### src/rtl/uart_tx_serializer_if.sv
// uart_tx_serializer_if: byte handshake and serial-line signals of the UART transmitter
interface uart_tx_serializer_if #(
    parameter int DATA_W = 8
) ();
    logic              tx_start;
    logic [DATA_W-1:0] tx_din;
    logic              tx_ready;
    logic              tx_busy;
    logic              tx_data;
    logic              shift;
    logic              tx_done;
    modport master (output tx_start, tx_din, input tx_ready, tx_busy, tx_data, shift, tx_done);
    modport slave  (input tx_start, tx_din, output tx_ready, tx_busy, tx_data, shift, tx_done);
endinterface

### src/rtl/uart_tx_serializer.sv
// uart_tx_serializer: frames a byte as start, LSB-first data, optional even parity and stop bit
module uart_tx_serializer #(
    parameter int DATA_W       = 8,
    parameter int CLKS_PER_BIT = 16,
    parameter int PARITY_EN    = 0
) (
    input logic                clk,
    input logic                clr,
    uart_tx_serializer_if.slave bus
);
    typedef enum logic [2:0] {IDLE, START, DATA, PARITY, STOP} state_t;
    localparam int BW = $clog2(CLKS_PER_BIT);
    localparam int CW = $clog2(DATA_W + 1);
    localparam logic [BW-1:0] BAUD_LAST = BW'(CLKS_PER_BIT - 1);
    localparam logic [BW-1:0] BAUD_MID  = BW'(CLKS_PER_BIT / 2);
    localparam logic [CW-1:0] BIT_LAST  = CW'(DATA_W - 1);
    state_t state, state_n;
    logic [BW-1:0] baud, baud_n;
    logic [CW-1:0] bit_cnt, bit_n;
    logic [DATA_W-1:0] sreg, sreg_n;
    logic par, par_n, last;
    always_comb begin
        state_n = state;
        bit_n   = bit_cnt;
        sreg_n  = sreg;
        par_n   = par;
        last    = baud == BAUD_LAST;
        baud_n  = (state == IDLE || last) ? '0 : baud + 1'b1;
        case (state)
            IDLE: if (bus.tx_start) begin
                state_n = START;
                sreg_n  = bus.tx_din;
                par_n   = ^bus.tx_din;
            end
            START:  state_n = last ? DATA : START;
            DATA: if (last) begin
                sreg_n  = sreg >> 1;
                bit_n   = (bit_cnt == BIT_LAST) ? '0 : bit_cnt + 1'b1;
                state_n = (bit_cnt != BIT_LAST) ? DATA : (PARITY_EN != 0) ? PARITY : STOP;
            end
            PARITY: state_n = last ? STOP : PARITY;
            STOP:   state_n = last ? IDLE : STOP;
            default: state_n = IDLE;
        endcase
    end
    // Outputs are decoded from the next-state values so they line up with the state register.
    always_ff @(posedge clk or negedge clr) begin
        if (!clr) begin
            state        <= IDLE;
            baud         <= '0;
            bit_cnt      <= '0;
            sreg         <= '0;
            par          <= 1'b0;
            bus.tx_data  <= 1'b1;
            bus.tx_ready <= 1'b1;
            bus.tx_busy  <= 1'b0;
            bus.shift    <= 1'b0;
            bus.tx_done  <= 1'b0;
        end else begin
            state        <= state_n;
            baud         <= baud_n;
            bit_cnt      <= bit_n;
            sreg         <= sreg_n;
            par          <= par_n;
            bus.tx_data  <= (state_n == START) ? 1'b0 : (state_n == DATA) ? sreg_n[0] :
                            (state_n == PARITY) ? par_n : 1'b1;
            bus.tx_ready <= state_n == IDLE;
            bus.tx_busy  <= state_n != IDLE;
            bus.shift    <= state_n == DATA && baud_n == BAUD_MID;
            bus.tx_done  <= state == STOP && last;
        end
    end
endmodule

### src/flat_wrapper.sv
// flat-port wrapper written by rule: the top's interface ports become plain ports
module uart_tx_serializer_flat 
#(
    parameter int DATA_W       = 8,
    parameter int CLKS_PER_BIT = 16,
    parameter int PARITY_EN    = 0
)
  (clk, clr, bus_tx_start, bus_tx_din, bus_tx_ready, bus_tx_busy, bus_tx_data, bus_shift, bus_tx_done);
  uart_tx_serializer_if #(.DATA_W(DATA_W)) bus_i ();
  input logic clk;
  input logic clr;
  input wire logic [$bits(bus_i.tx_start)-1:0] bus_tx_start;
  input wire logic [$bits(bus_i.tx_din)-1:0] bus_tx_din;
  output wire logic [$bits(bus_i.tx_ready)-1:0] bus_tx_ready;
  output wire logic [$bits(bus_i.tx_busy)-1:0] bus_tx_busy;
  output wire logic [$bits(bus_i.tx_data)-1:0] bus_tx_data;
  output wire logic [$bits(bus_i.shift)-1:0] bus_shift;
  output wire logic [$bits(bus_i.tx_done)-1:0] bus_tx_done;
  assign bus_i.tx_start = bus_tx_start;
  assign bus_i.tx_din = bus_tx_din;
  assign bus_tx_ready = bus_i.tx_ready;
  assign bus_tx_busy = bus_i.tx_busy;
  assign bus_tx_data = bus_i.tx_data;
  assign bus_shift = bus_i.shift;
  assign bus_tx_done = bus_i.tx_done;
  uart_tx_serializer #(.DATA_W(DATA_W), .CLKS_PER_BIT(CLKS_PER_BIT), .PARITY_EN(PARITY_EN)) u_core (.clk(clk), .clr(clr), .bus(bus_i));
endmodule
### config.mk
export PLATFORM = sky130hd
export DESIGN_NAME = uart_tx_serializer_flat
export DESIGN_NICKNAME = d
export VERILOG_FILES = /design/src/rtl/uart_tx_serializer_if.sv /design/src/rtl/uart_tx_serializer.sv /design/src/flat_wrapper.sv
export SDC_FILE = /design/constraint.sdc
export NUM_CORES = 1
export LEC_CHECK = 0
export CORE_ASPECT_RATIO = 1.5
export CORE_UTILIZATION = 40
export CTS_CLUSTER_SIZE = 30
export DETAILED_ROUTE_END_ITERATION = 8
export MAX_ROUTING_LAYER = met4
export PLACE_DENSITY = 0.57
export SYNTH_ARGS = -nofsm -noshare
export SYNTH_HDL_FRONTEND = slang
export SYNTH_SLANG_ARGS = --single-unit
### constraint.sdc
create_clock -name clk -period 2.7 [get_ports clk]
set_clock_uncertainty 0.1 [all_clocks]
set_input_delay 0.54 -clock clk [delete_from_list [all_inputs] [get_ports clk]]
set_output_delay 0.54 -clock clk [all_outputs]
set_load 0.02 [all_outputs]
==> metrics.md <==
| Metric | Value |
|---|---|
| Status | completed |
| FILL cells | 254 |
| Critical path depth | 1 |
| DR DRC count | 0 |
| PortBufs | 15 |
| # nets final | ~140 |
| Final setup margin | just under 0.7 ns |
| Synth top area share | 0.488 |
| Worst slew pin tran | 0.498 ns |
| Cell depth of the worst hold path | 2 |
| Sequential area share after synthesis | 0.533 |
| Initial DRC Count | 16 |
| Gr usage total | 0.161 |
| Diodes inserted | 0 |
| Dpl ws | about 0.59 ns |
| PwrDens | 894 nW/um^2 |
| CP Class | reg -> out |
| Synth cell types | 38 |
| Vias in the first global route | 802 |
| CTS tree | yes |
| Fmax | around 500 MHz |
| CP Capture Type | output port |
| # setup viols final | 0 |
| Register bit total from synthesis | 25 |
| Worst path cell trace | clkdlybuf4s50_1 |
| Reg clk slew, reported paths | 0.08 ns |
| Setup tns final | 0 ns |
| Worst endpoint required time | a little over 2 ns |
| P_leak | 0.620 nW |
| Final Hold Fails | 0 |
| Clock sink count | 25 |
| Final HPWL DP | ~1500 um |
| Worst Path Arrival | 1.37 ns |
| Max Slew Vio Count | 0 |
| H-tree depth | 1 |
| Max_cap viols | 0 |
| Clock buffer depth | 2 |
| DR WL/cell | 12.6 um |
| Post-synth EDFFs | 0 |
| Worst r2r path cells | 6 |
| Die ar. | 3170 sq um |
| Core area | around 2700 sq um |
| Routed Antenna Nets | 0 |
| Chip width | between 40 and 50 um |
| Largest net degree at the start of global routing | 26 |
| Post-CTS Setup Repair Bufs | 0 |
| CP max stage cell | clkdlybuf4s50_1 |
| Slew headroom | 0.664 |
| Ys Warns | 0 |
| Die Y | 68.5 um |
| Count leader, synth | dfrtp_1 |
| Clock Root Buffer | clkbuf_8 |
| Tcrit/Tclk final | 0.745 |
| Syn_nets | 116 |
| Cell accounting for the most synthesized area | dfrtp_1 |
| CP Launch Type | register |
| Layout cells sized above 1 | 0.156 |
| RSZ-0062 raised after global routing | false |
| Top post-synthesis cells by area | dfrtp_1 49%, xnor2_1 6.7%, dfstp_2 4.5%, nand2_1 4.1%, a22oi_1 3.8% |
| Routability congestion estimate from global placement | approximately 0.8 |
| Synth top cells by count | 23 x dfrtp_1, 13 x nand2_1, 9 x xnor2_1 |
| Worst-skew pair later-pin latency | 0.26 ns |
| First-pass GRT wire length | 3540 um |
| GR Overflow Total | 0 |
| CTS Buf Count | 3 |
| Peak VDD IR | 0.418 mV |
| Mean Syn Cell Area | 11.4 sq um |
| CP delay by family, top | buffers and inverters |
| CTS resizes | 0 |
| WP buf/inv | 1 |
| Initial antenna violation count | 0 |
| Vias/cell | a little over 5 |
| Class of the tightest hold or removal check | reg -> reg |
| Fin crit period | 2.01 ns |
| CP max stage delay | 0.59 ns |
| Synth-to-layout area growth | 20.5% |
| Ys async rst share | 1.00 |
| Router iterations before antenna repair | 4 |
| Via count | 824 |
| Top FF cell, synth | dfrtp_1 |
| Drt total wl | about 2000 um |
| Core Rows | 23 |
| Starting Density | 0.431 |
| Number of cells produced by synthesis | 103 |
| I/O pin cnt | 16 |
| # hold bufs at CTS | 0 |
| CP Max Fanout | 1 |
| Mapped cell area | around 1200 sq um |
## routing by layer
| layer | wire, um | vias up | GRT usage |
|---|---|---|---|
| met4 | 45 | 0 | 0.0846 |
| met3 | 61 | 6 | 0.0264 |
| li1 | - | 400 | - |
| met2 | 985 | 18 | 0.260 |
| met1 | 913 | 400 | 0.185 |
| met5 | 0 | - | - |
## worst paths after layout
kind                                      from                  to  slack (ns)
min in group asynchronous                  clr      u_core.baud[3]        0.54
hold reg to reg                 u_core.sreg[5]      u_core.sreg[5]        0.38
max in group asynchronous                  clr  u_core.bus.tx_data        1.67
setup / recovery           u_core.bus.tx_ready        bus_tx_ready        0.69
hold / removal                  u_core.sreg[5]      u_core.sreg[5]        0.38
setup reg to reg                u_core.baud[0]  u_core.bus.tx_busy        0.71
## power breakdown
part / internal, W / total, W / switching (W)
Sequential: 0.000514 / 0.000622 / 0.000108
Clock: 0.000105 / 0.000211 / 0.000106
Combinational: 0.000220 / 0.000436 / 0.000216
Total: 0.000839 / 0.00127 / 0.000430
## registers in the layout (all words and copies together), names as in the netlist
| name | count |
|---|---|
| u_core.baud | 4 |
| u_core.bit_cnt | 4 |
| u_core.bus.shift | 1 |
| u_core.bus.tx_busy | 1 |
| u_core.bus.tx_data | 1 |
| u_core.bus.tx_done | 1 |
| u_core.bus.tx_ready | 1 |
| u_core.par | 1 |
| u_core.sreg | 8 |
| u_core.state | 3 |
## final cells by class
cell class / count / area [sq um] / area share
multi-input cells: 72 / 517 / 0.364
flip-flops and latches: 25 / 628 / 0.442
clock buffers: 4 / 45.0 / 0.0317
well taps: 37 / 46.3 / 0.0326
repair buffers: 18 / 173 / 0.122
inverters: 3 / 11.3 / 0.00793
## metrics by stage
step	hold WS, ns	power (W)	cell area, sq um	cells	util
floorplan	0.144	0.000930	1180	103	-
global placement	0.363	0.00106	1380	155	0.503
detailed placement	0.365	0.00107	1380	155	0.503
CTS	0.385	0.00129	1420	159	0.519
global route	0.414	0.00138	1420	159	0.519
finish	0.378	0.00127	1420	159	0.519
## cell families after synthesis
group                    share of synthesized area
multiplexers                                0.0191
XOR/XNOR                                    0.0743
AO/OA/AOI/OAI                                0.130
buffers and inverters                       0.0287
AND/OR/NAND/NOR                              0.194
adder cells (fa/ha/maj)                     0.0212
flip-flops                                   0.533
## cells in the final DEF (no fill, tap or decap), types with 2 or more instances in the layout
cell,netlist,routed
dfrtp_1,23,23
nor2_1,6,6
ha_1,2,2
o21ai_0,2,2
xnor2_1,9,9
clkdlybuf4s50_1,0,15
inv_2,2,2
buf_4,1,3
nand3_1,2,2
clkbuf_8,0,3
a22oi_1,6,6
o22ai_1,2,2
nor3_1,6,6
nand2_1,13,13
mux2_2,2,2
a21o_1,2,2
dfstp_2,2,2
No activity file was read; power rests on OpenSTA's default activity.
